### config.mk
export PLATFORM = sky130hd
export DESIGN_NAME = conv_kernel_ctrl
export DESIGN_NICKNAME = d
export VERILOG_FILES = /design/src/rtl/conv_kernel_ctrl.sv
export SDC_FILE = /design/constraint.sdc
export NUM_CORES = 1
export LEC_CHECK = 0
export ABC_AREA = 0
export ABC_CLOCK_PERIOD_IN_PS = 2900
export CORE_MARGIN = 2
export CORE_UTILIZATION = 30
export DETAILED_ROUTE_END_ITERATION = 12
export PLACE_DENSITY = 0.56
export SYNTH_ARGS = -nofsm -noshare
export SYNTH_HDL_FRONTEND = slang
export SYNTH_SLANG_ARGS = --single-unit
export TNS_END_PERCENT = 5
### constraint.sdc
create_clock -name clk -period 2.9 [get_ports clk]
set_input_delay 0.58 -clock clk [delete_from_list [all_inputs] [get_ports clk]]
set_output_delay 0.58 -clock clk [all_outputs]
set_load 0.05 [all_outputs]
### src/rtl/conv_kernel_ctrl.sv
// Issue-side sequencer for the 4-lane FP convolution data path.
// Walks beats per output pixel, drives in_fm/weight buffer reads, pulses
// kernel_start on each pixel's first beat, and schedules the out_fm
// read-modify-write through a fixed-depth shift pipe of last-beat flags.
// Optional feature macro: CONV_CTRL_PERF_EN (adds perf_cycles output).
module conv_kernel_ctrl #(
  parameter int AW             = 10,
  parameter int PW             = 10,
  parameter int BW             = 8,
  parameter int BUF_RD_DELAY   = 1,
  parameter int OUT_RD_DELAY   = 1,
  parameter int FP_MUL_DELAY   = 11,
  parameter int FP_ADD_DELAY   = 14,
  parameter int FP_ACCUM_DELAY = 9
) (
  input  logic          clk,
  input  logic          rst,
  input  logic          start,
  input  logic [PW-1:0] pix_num,
  input  logic [BW-1:0] beat_num,
  output logic          busy,
  output logic          done,
  output logic          in_fm_rd_ena,
  output logic [AW-1:0] in_fm_rd_addr,
  output logic [AW-1:0] weight_rd_addr,
  output logic          kernel_start,
  output logic          out_fm_rd_ena,
  output logic [AW-1:0] out_fm_rd_addr,
  output logic          out_fm_wr_ena,
  output logic [AW-1:0] out_fm_wr_addr
`ifdef CONV_CTRL_PERF_EN
  ,
  output logic [31:0]   perf_cycles
`endif
);

  localparam int ACC_LAT = BUF_RD_DELAY + FP_MUL_DELAY + 2*FP_ADD_DELAY + FP_ACCUM_DELAY;
  // A flag entering the pipe at issue cycle L is visible in stage k at L+1+k.
  localparam int RD_TAP  = ACC_LAT - OUT_RD_DELAY;
  localparam int WR_TAP  = ACC_LAT + FP_ADD_DELAY;

  typedef enum logic [1:0] {IDLE, RUN, DRAIN, DONE} state_t;

  state_t        state_q, state_d;
  logic [PW-1:0] pix_tot_q, pix_tot_d;
  logic [BW-1:0] beat_tot_q, beat_tot_d;
  logic [PW-1:0] pix_q, pix_d;
  logic [BW-1:0] beat_q, beat_d;
  logic [AW-1:0] in_addr_q, in_addr_d;
  logic [WR_TAP-1:0] vld_q, vld_d;
  logic [AW-1:0] paddr_q [WR_TAP];
  logic [AW-1:0] paddr_d [WR_TAP];

  logic issue;
  logic last_beat;
  logic last_pix;

  // Next-state, counters and pipe shift
  always_comb begin
    state_d    = state_q;
    pix_tot_d  = pix_tot_q;
    beat_tot_d = beat_tot_q;
    pix_d      = pix_q;
    beat_d     = beat_q;
    in_addr_d  = in_addr_q;
    issue      = (state_q == RUN);
    last_beat  = issue && (beat_q == beat_tot_q - BW'(1));
    last_pix   = (pix_q == pix_tot_q - PW'(1));

    unique case (state_q)
      IDLE: begin
        if (start) begin
          pix_tot_d  = pix_num;
          beat_tot_d = beat_num;
          pix_d      = '0;
          beat_d     = '0;
          in_addr_d  = '0;
          // Empty runs skip straight to drain, whose pipe is already empty.
          state_d    = (pix_num == '0 || beat_num == '0) ? DRAIN : RUN;
        end
      end
      RUN: begin
        in_addr_d = in_addr_q + AW'(1);
        if (last_beat) begin
          beat_d = '0;
          pix_d  = pix_q + PW'(1);
          if (last_pix) state_d = DRAIN;
        end else begin
          beat_d = beat_q + BW'(1);
        end
      end
      DRAIN: begin
        // Leave once only the final write stage (or nothing) remains.
        if (vld_q[WR_TAP-2:0] == '0) state_d = DONE;
      end
      DONE: state_d = IDLE;
      default: state_d = IDLE;
    endcase

    vld_d[0]   = last_beat;
    paddr_d[0] = AW'(pix_q);
    for (int unsigned k = 1; k < WR_TAP; k++) begin
      vld_d[k]   = vld_q[k-1];
      paddr_d[k] = paddr_q[k-1];
    end
  end

  // State, counter and pipe registers
  always_ff @(posedge clk or negedge rst) begin
    if (!rst) begin
      state_q    <= IDLE;
      pix_tot_q  <= '0;
      beat_tot_q <= '0;
      pix_q      <= '0;
      beat_q     <= '0;
      in_addr_q  <= '0;
      vld_q      <= '0;
      for (int unsigned k = 0; k < WR_TAP; k++) paddr_q[k] <= '0;
    end else begin
      state_q    <= state_d;
      pix_tot_q  <= pix_tot_d;
      beat_tot_q <= beat_tot_d;
      pix_q      <= pix_d;
      beat_q     <= beat_d;
      in_addr_q  <= in_addr_d;
      vld_q      <= vld_d;
      for (int unsigned k = 0; k < WR_TAP; k++) paddr_q[k] <= paddr_d[k];
    end
  end

  // Output decode from registered state
  always_comb begin
    busy           = (state_q == RUN) || (state_q == DRAIN);
    done           = (state_q == DONE);
    in_fm_rd_ena   = issue;
    in_fm_rd_addr  = in_addr_q;
    weight_rd_addr = AW'(beat_q);
    kernel_start   = issue && (beat_q == '0);
    out_fm_rd_ena  = vld_q[RD_TAP-1];
    out_fm_rd_addr = paddr_q[RD_TAP-1];
    out_fm_wr_ena  = vld_q[WR_TAP-1];
    out_fm_wr_addr = paddr_q[WR_TAP-1];
  end

`ifdef CONV_CTRL_PERF_EN
  logic [31:0] perf_q, perf_d;

  // Run-length counter: includes the done cycle, holds while idle
  always_comb begin
    perf_d = perf_q;
    if (state_q == IDLE) begin
      if (start) perf_d = '0;
    end else begin
      perf_d = perf_q + 32'd1;
    end
  end

  // Perf counter register
  always_ff @(posedge clk or negedge rst) begin
    if (!rst) perf_q <= '0;
    else      perf_q <= perf_d;
  end

  assign perf_cycles = perf_q;
`endif

endmodule

### Yosys cells after proc, flatten, opt, wreduce, memory -nomap -nowiden

Index checks and enable logic that the tools add are counted.

| cells by class | value |
|---|---|
| add/sub/neg operators | 5 |
| eq/ne operators | 9 |
| multiplexer cells | 13 |
| reductions and logical operators | 14 |

Operator list:

| operator | number |
|---|---|
| $logic_not A62 Y1 | 1 |
| $pmux W10 S2 | 2 |
| $add A10 B1 Y10 const B | 2 |
| $mux W10 | 2 |
| $logic_not A8 Y1 | 2 |
| $mux W8 | 2 |
| $pmux W8 S2 | 1 |
| $eq A10 B10 Y1 | 1 |
| $logic_not A10 Y1 | 1 |
| $mux W2 | 5 |
| $sub A10 B1 Y10 const B | 1 |
| $add A8 B1 Y8 const B | 1 |
| $eq A8 B8 Y1 | 1 |
| $pmux W2 S4 | 1 |
| $sub A8 B1 Y8 const B | 1 |
| $eq A2 B2 Y1 const B | 2 |
| $ne A2 B1 Y1 const B | 2 |
| $ne A2 B2 Y1 const B | 2 |
| $reduce_and A2 Y1 | 2 |
| $reduce_and A4 Y1 | 1 |
| $reduce_and A3 Y1 | 1 |
| $eq A2 B1 Y1 const B | 1 |
| $logic_and A1 B1 Y1 | 2 |
| $logic_not A2 Y1 | 1 |
| 2 further kinds | 3 |

| storage, ports and cells | value |
|---|---|
| register bits | 741 |
| input port bits | 21 |
| output and inout bits | 46 |
| word-level logic and storage cells | 111 |

### Longest topological paths before layout

| logic depth | value |
|---|---|
| depth in word-level cells | 5 |
| mapped depth | 11 |
| gate-level depth less buffers | 9 |

### Worst setup path after synthesis

No wires, ideal clock.

| timing | value |
|---|---|
| kind | register to output |
| start point | register beat_q[0] |
| end point | output port kernel_start |
| data arrival time | 3,193 ps |
| required time | 2,320 ps |
| slack | -873 ps |
| cell stages (with the launch flop) | 6 |
| buffers on the path | 1 |
| cells stage by stage | dfrtp_1 -> clkbuf_1 -> inv_1 -> ha_1 -> or4b_2 -> nor4b_1 |

| between the ends | value |
|---|---|
| longest elaborated chain between the ends | 2 |

Ends and longest elaborated chain:

| what | line | source |
|---|---|---|
| from (decl) | 48 | `logic [BW-1:0] beat_q, beat_d;` |
| from (signal assigned) | 124 | `beat_q <= beat_d;` |
| $logic_not A8 Y1 | 138 | `kernel_start = issue && (beat_q == '0);` |
| $logic_and A1 B1 Y1 | 138 |  |
| to (decl) | 26 | `output logic kernel_start,` |

Every way passes these cells.

### Worst setup path in the final report

| timing | value |
|---|---|
| start point | register beat_q[1] |
| end point | output port kernel_start |

Same word-level chain as after synthesis.

==> metrics.md <==
| Metric | Value |
|---|---|
| Core utilization of the finished layout | `0.3659` |
| Post-synth ARST share | `1.000` |
| Final net count | `1221` |
| Number of warning messages in the yosys log | `0` |
| Critical-path maximum fanout | `6` |
| Critical-path cell list | `inv_2 > ha_1 > or4b_4 > nor4b_4 > buf_12` |
| Main flop type after synthesis | `sky130_fd_sc_hd__dfrtp_1` |
| Post-layout worst setup margin | `102.2 ps` |
| Clock Latency Late Sink | `590 ps` |
| Routability-driven placement congestion ratio | `0.7391` |
| Number of maximum-capacitance violations | `0` |
| Library cell with the highest instance count after synthesis | `sky130_fd_sc_hd__dfrtp_1` |
| Number of buffers created by CTS | `71` |
| Placeable core region | `0.06823 mm²` |
| Required time of the critical path | `2320 ps` |
| Worst Path Arrival | `2220 ps` |
| Starting DRT DRC Count | `483` |
| Initial antenna violation count | `0` |
| Yosys top cell area share | `0.9011` |
| Compound-gate portion of the synthesized area | `0.02037` |
| Sum of negative setup slack | `0 ps` |
| Class of the worst hold path | `reg2reg` |
| Cell Area, Synth | `0.02058 mm²` |
| Vert. Die Dim | `265.9 µm` |
| Post-detailed-route wirelength per cell | `13.17 µm` |
| Effective utilization at floorplan | `0.3016` |
| Post-DRT Antenna Nets | `0` |
| Total Routing Usage GR | `0.08447` |
| Detail Placement HPWL | `15510 µm` |
| Post-Layout Inst Area | `0.02496 mm²` |
| Relative slew slack | `0.5088` |
| Worst setup SP type | `flip-flop` |
| Power density over the cells | `884.0 mW/mm²` |
| Leading post-synthesis cells by instance count | `sky130_fd_sc_hd__dfrtp_1 (741), sky130_fd_sc_hd__nand2_1 (28), sky130_fd_sc_hd__nor4_1 (22)` |
| Worst-Margin Slew | `731.9 ps` |
| Number of flops mapped to enable cells by yosys | `0` |
| Total placed instance area | `0.02252 mm²` |
| Adder-cell share of the synthesized area | `0.006080` |
| Kind of end point of the critical path | `primary output` |
| DRT Wirelength | `27950 µm` |
| TritonCTS clock tree | `built` |
| First-pass GRT wire length | `49190 µm` |
| Setup violations, final | `0` |
| Number of distinct library cells after synthesis | `55` |
| Clock slew seen by the registers of the worst setup and hold paths | `60 ps` |
| Hold violation count in the final report | `0` |
| LEAKAGE | `12.57 nW` |
| Delay of the slowest critical-path stage | `480 ps` |
| Ports | `67` |
| CTS sink cnt | `741` |
| Number of storage elements in the synthesis netlist | `741` |
| Share of post-route cells with drive strength above 1 | `0.1483` |
| Critical path type | `reg2out` |
| Highest Clock Rate | `357.4 MHz` |
| Largest net degree at the start of global routing | `89` |
| Synthesis-to-finish area growth | `21.30%` |
| Clock Skew | `13.11 ps` |
| Count of buffers from port buffering | `64` |
| Synthesized area per cell | `19.69 µm²` |
| Total inserted antenna cells | `0` |
| Post-detailed-route via-to-cell ratio | `4.022` |
| Proportion of synthesized area in mux cells | `0.01265` |
| Vias in the first global route | `9561` |
| CTS root buf | `sky130_fd_sc_hd__clkbuf_16` |
| Maximum vdd drop | `0.5963 mV` |
| Worst path slowest cell | `sky130_fd_sc_hd__or4b_4` |
| Total gr overflow | `0` |
| First-pass DRT Iterations | `4` |
| Post-Place Worst Slack | `132.2 ps` |
| Detailed-route via count | `8539` |
| Proportion of synthesized chip area in sequential cells | `0.9011` |
| Clock buffer depth | `3` |
| XOR/XNOR Fraction of Synth Area | `0.01021` |
| Overall die area | `0.07071 mm²` |
| Post-Synth Simple-Gate Area | `0.03910` |
| Horizontal extent of the die | `265.9 µm` |
| Number of pins exceeding their max-slew limit in the final report | `0` |
| Number of H-tree branching levels | `3` |
| Residual DRC | `0` |
| Dominant combinational cell family by area after synthesis | `simple AND/OR/NAND/NOR gates` |
| Outcome | `finished, final reports clean` |
| Cell type with the highest aggregate area in the netlist | `sky130_fd_sc_hd__dfrtp_1` |
| Synth Instances | `1045` |
| Number of core rows | `96` |
| Final period util | `0.9648` |
| Largest cells by area after synthesis | `sky130_fd_sc_hd__dfrtp_1 (90%), sky130_fd_sc_hd__mux2_2 (1.0%), sky130_fd_sc_hd__nor4_1 (0.67%)` |
| Minimum period implied by the final worst setup slack | `2798 ps` |
-- logic make-up (layout without fill, tap and decap cells) --
| family | Yosys count | count (layout) |
|---|---|---|
| AND/OR/NAND/NOR | 142 | 143 |
| adder cells (fa/ha/maj) | 10 | 10 |
| buffers and inverters | 41 | 235 |
| other | 1 | 2 |
| flip-flops | 741 | 741 |
| multiplexers | 23 | 23 |
| AO/OA/AOI/OAI | 63 | 63 |
| XOR/XNOR | 24 | 24 |
-- area by class of cell --
cell class                      count  area, µm²
Clock buffer                       93       1981
Clock inverter                     31      382.9
Fill cell                        6289      43260
Inverter                           16      60.06
Multi-Input combinational cell    265       1874
Sequential cell                   741      18550
Tap cell                          882       1104
Timing Repair Buffer               95       1015
-- timing repair --
item | 4_1_cts | 5_1_grt
resized for setup | 3 | 7
pin swaps | 0 | 1
setup buffers | 0 | 4
endpoints found under the hold margin | 51 | 0
hold buffers | 1 | 0
setup endpoints to repair | 2 | 5
gates cloned | 0 | 1
-- layer usage --
metal	up-vias	part of all wire	track usage
met3	65	0.046	0.02458
met4	0	0.031	0.03568
met2	159	0.45	0.1224
li1	3739	-	-
met1	4576	0.47	0.1188
met5	-	0	0
-- critical path, delay by kind of cell, from the launching register on --
kind	cells	cell delay [ps]
fa+ha+maj	1	120
simple gates	2	810
buf+inv	2	250
flops	1	450
-- power breakdown --
group / switching, mW / total, mW / leakage (nW) / internal (mW)
Combinational: 1.22 / 2.04 / 1.10 / 0.825
Clock: 3.73 / 9.13 / 1.16 / 5.40
Sequential: 0.298 / 10.9 / 10.3 / 10.6
-- sequential cells by signal, indices dropped and copies added, names as in the netlist --
signal	cells
paddr_d	610
vld_q	63
pix_tot_q	10
beat_q	8
out_fm_rd_addr	10
in_fm_rd_addr	10
pix_q	10
beat_tot_q	8
out_fm_wr_addr	10
state_q	2
-- through the flow --
stage | total power, mW | instances | hold WS (ps)
after global routing | 23.14 | 2123 | 336.1
final | 22.07 | 2123 | 336.0
after detailed placement | 13.05 | 1993 | 334.7
after global placement | 12.98 | 1993 | 331.2
after floorplan | 12.30 | 1046 | 284.4
after CTS | 22.36 | 2118 | 331.3
-- layout by cell type (no fill, tap or decap), types with 3 or more instances in the layout --
master	count
sky130_fd_sc_hd__dfrtp_1	739
sky130_fd_sc_hd__clkbuf_16	72
sky130_fd_sc_hd__clkdlybuf4s50_1	61
sky130_fd_sc_hd__nand2_1	28
sky130_fd_sc_hd__nor4_1	22
sky130_fd_sc_hd__buf_4	20
sky130_fd_sc_hd__mux2_2	19
sky130_fd_sc_hd__o21ai_0	19
sky130_fd_sc_hd__nor2_1	18
sky130_fd_sc_hd__inv_1	15
sky130_fd_sc_hd__xor2_1	15
sky130_fd_sc_hd__clkinv_2	15
sky130_fd_sc_hd__a21oi_1	14
sky130_fd_sc_hd__nand3_1	13
sky130_fd_sc_hd__nand4_1	13
sky130_fd_sc_hd__clkbuf_1	11
sky130_fd_sc_hd__buf_12	11
sky130_fd_sc_hd__or3_1	10
sky130_fd_sc_hd__clkbuf_8	10
sky130_fd_sc_hd__xnor2_1	9
sky130_fd_sc_hd__ha_1	9
sky130_fd_sc_hd__or4_1	7
sky130_fd_sc_hd__bufinv_16	6
sky130_fd_sc_hd__nor3_1	5
sky130_fd_sc_hd__nand2b_1	5
sky130_fd_sc_hd__o31ai_1	5
sky130_fd_sc_hd__and3_1	4
sky130_fd_sc_hd__o21ai_1	4
sky130_fd_sc_hd__clkinvlp_4	4
sky130_fd_sc_hd__nand3b_1	3
sky130_fd_sc_hd__o211ai_1	3
sky130_fd_sc_hd__clkinv_8	3
-- worst paths after layout --
check,startpoint,end,slack (ps),cells after the start
worst max-delay path,beat_q[1]$_DFFE_PN0P_,kernel_start,100,5
worst min-delay path,paddr_d[470]$_DFF_PN0_,paddr_d[460]$_DFF_PN0_,340,0
worst max register to register,beat_tot_q[0]$_DFFE_PN0P_,beat_q[6]$_DFFE_PN0P_,210,9
worst min register to register,paddr_d[470]$_DFF_PN0_,paddr_d[460]$_DFF_PN0_,340,0
max in group asynchronous,rst,paddr_d[128]$_DFF_PN0_,1410,4
min in group asynchronous,rst,paddr_d[77]$_DFF_PN0_,520,2
Note: power is estimated with default switching activity, not from simulation.
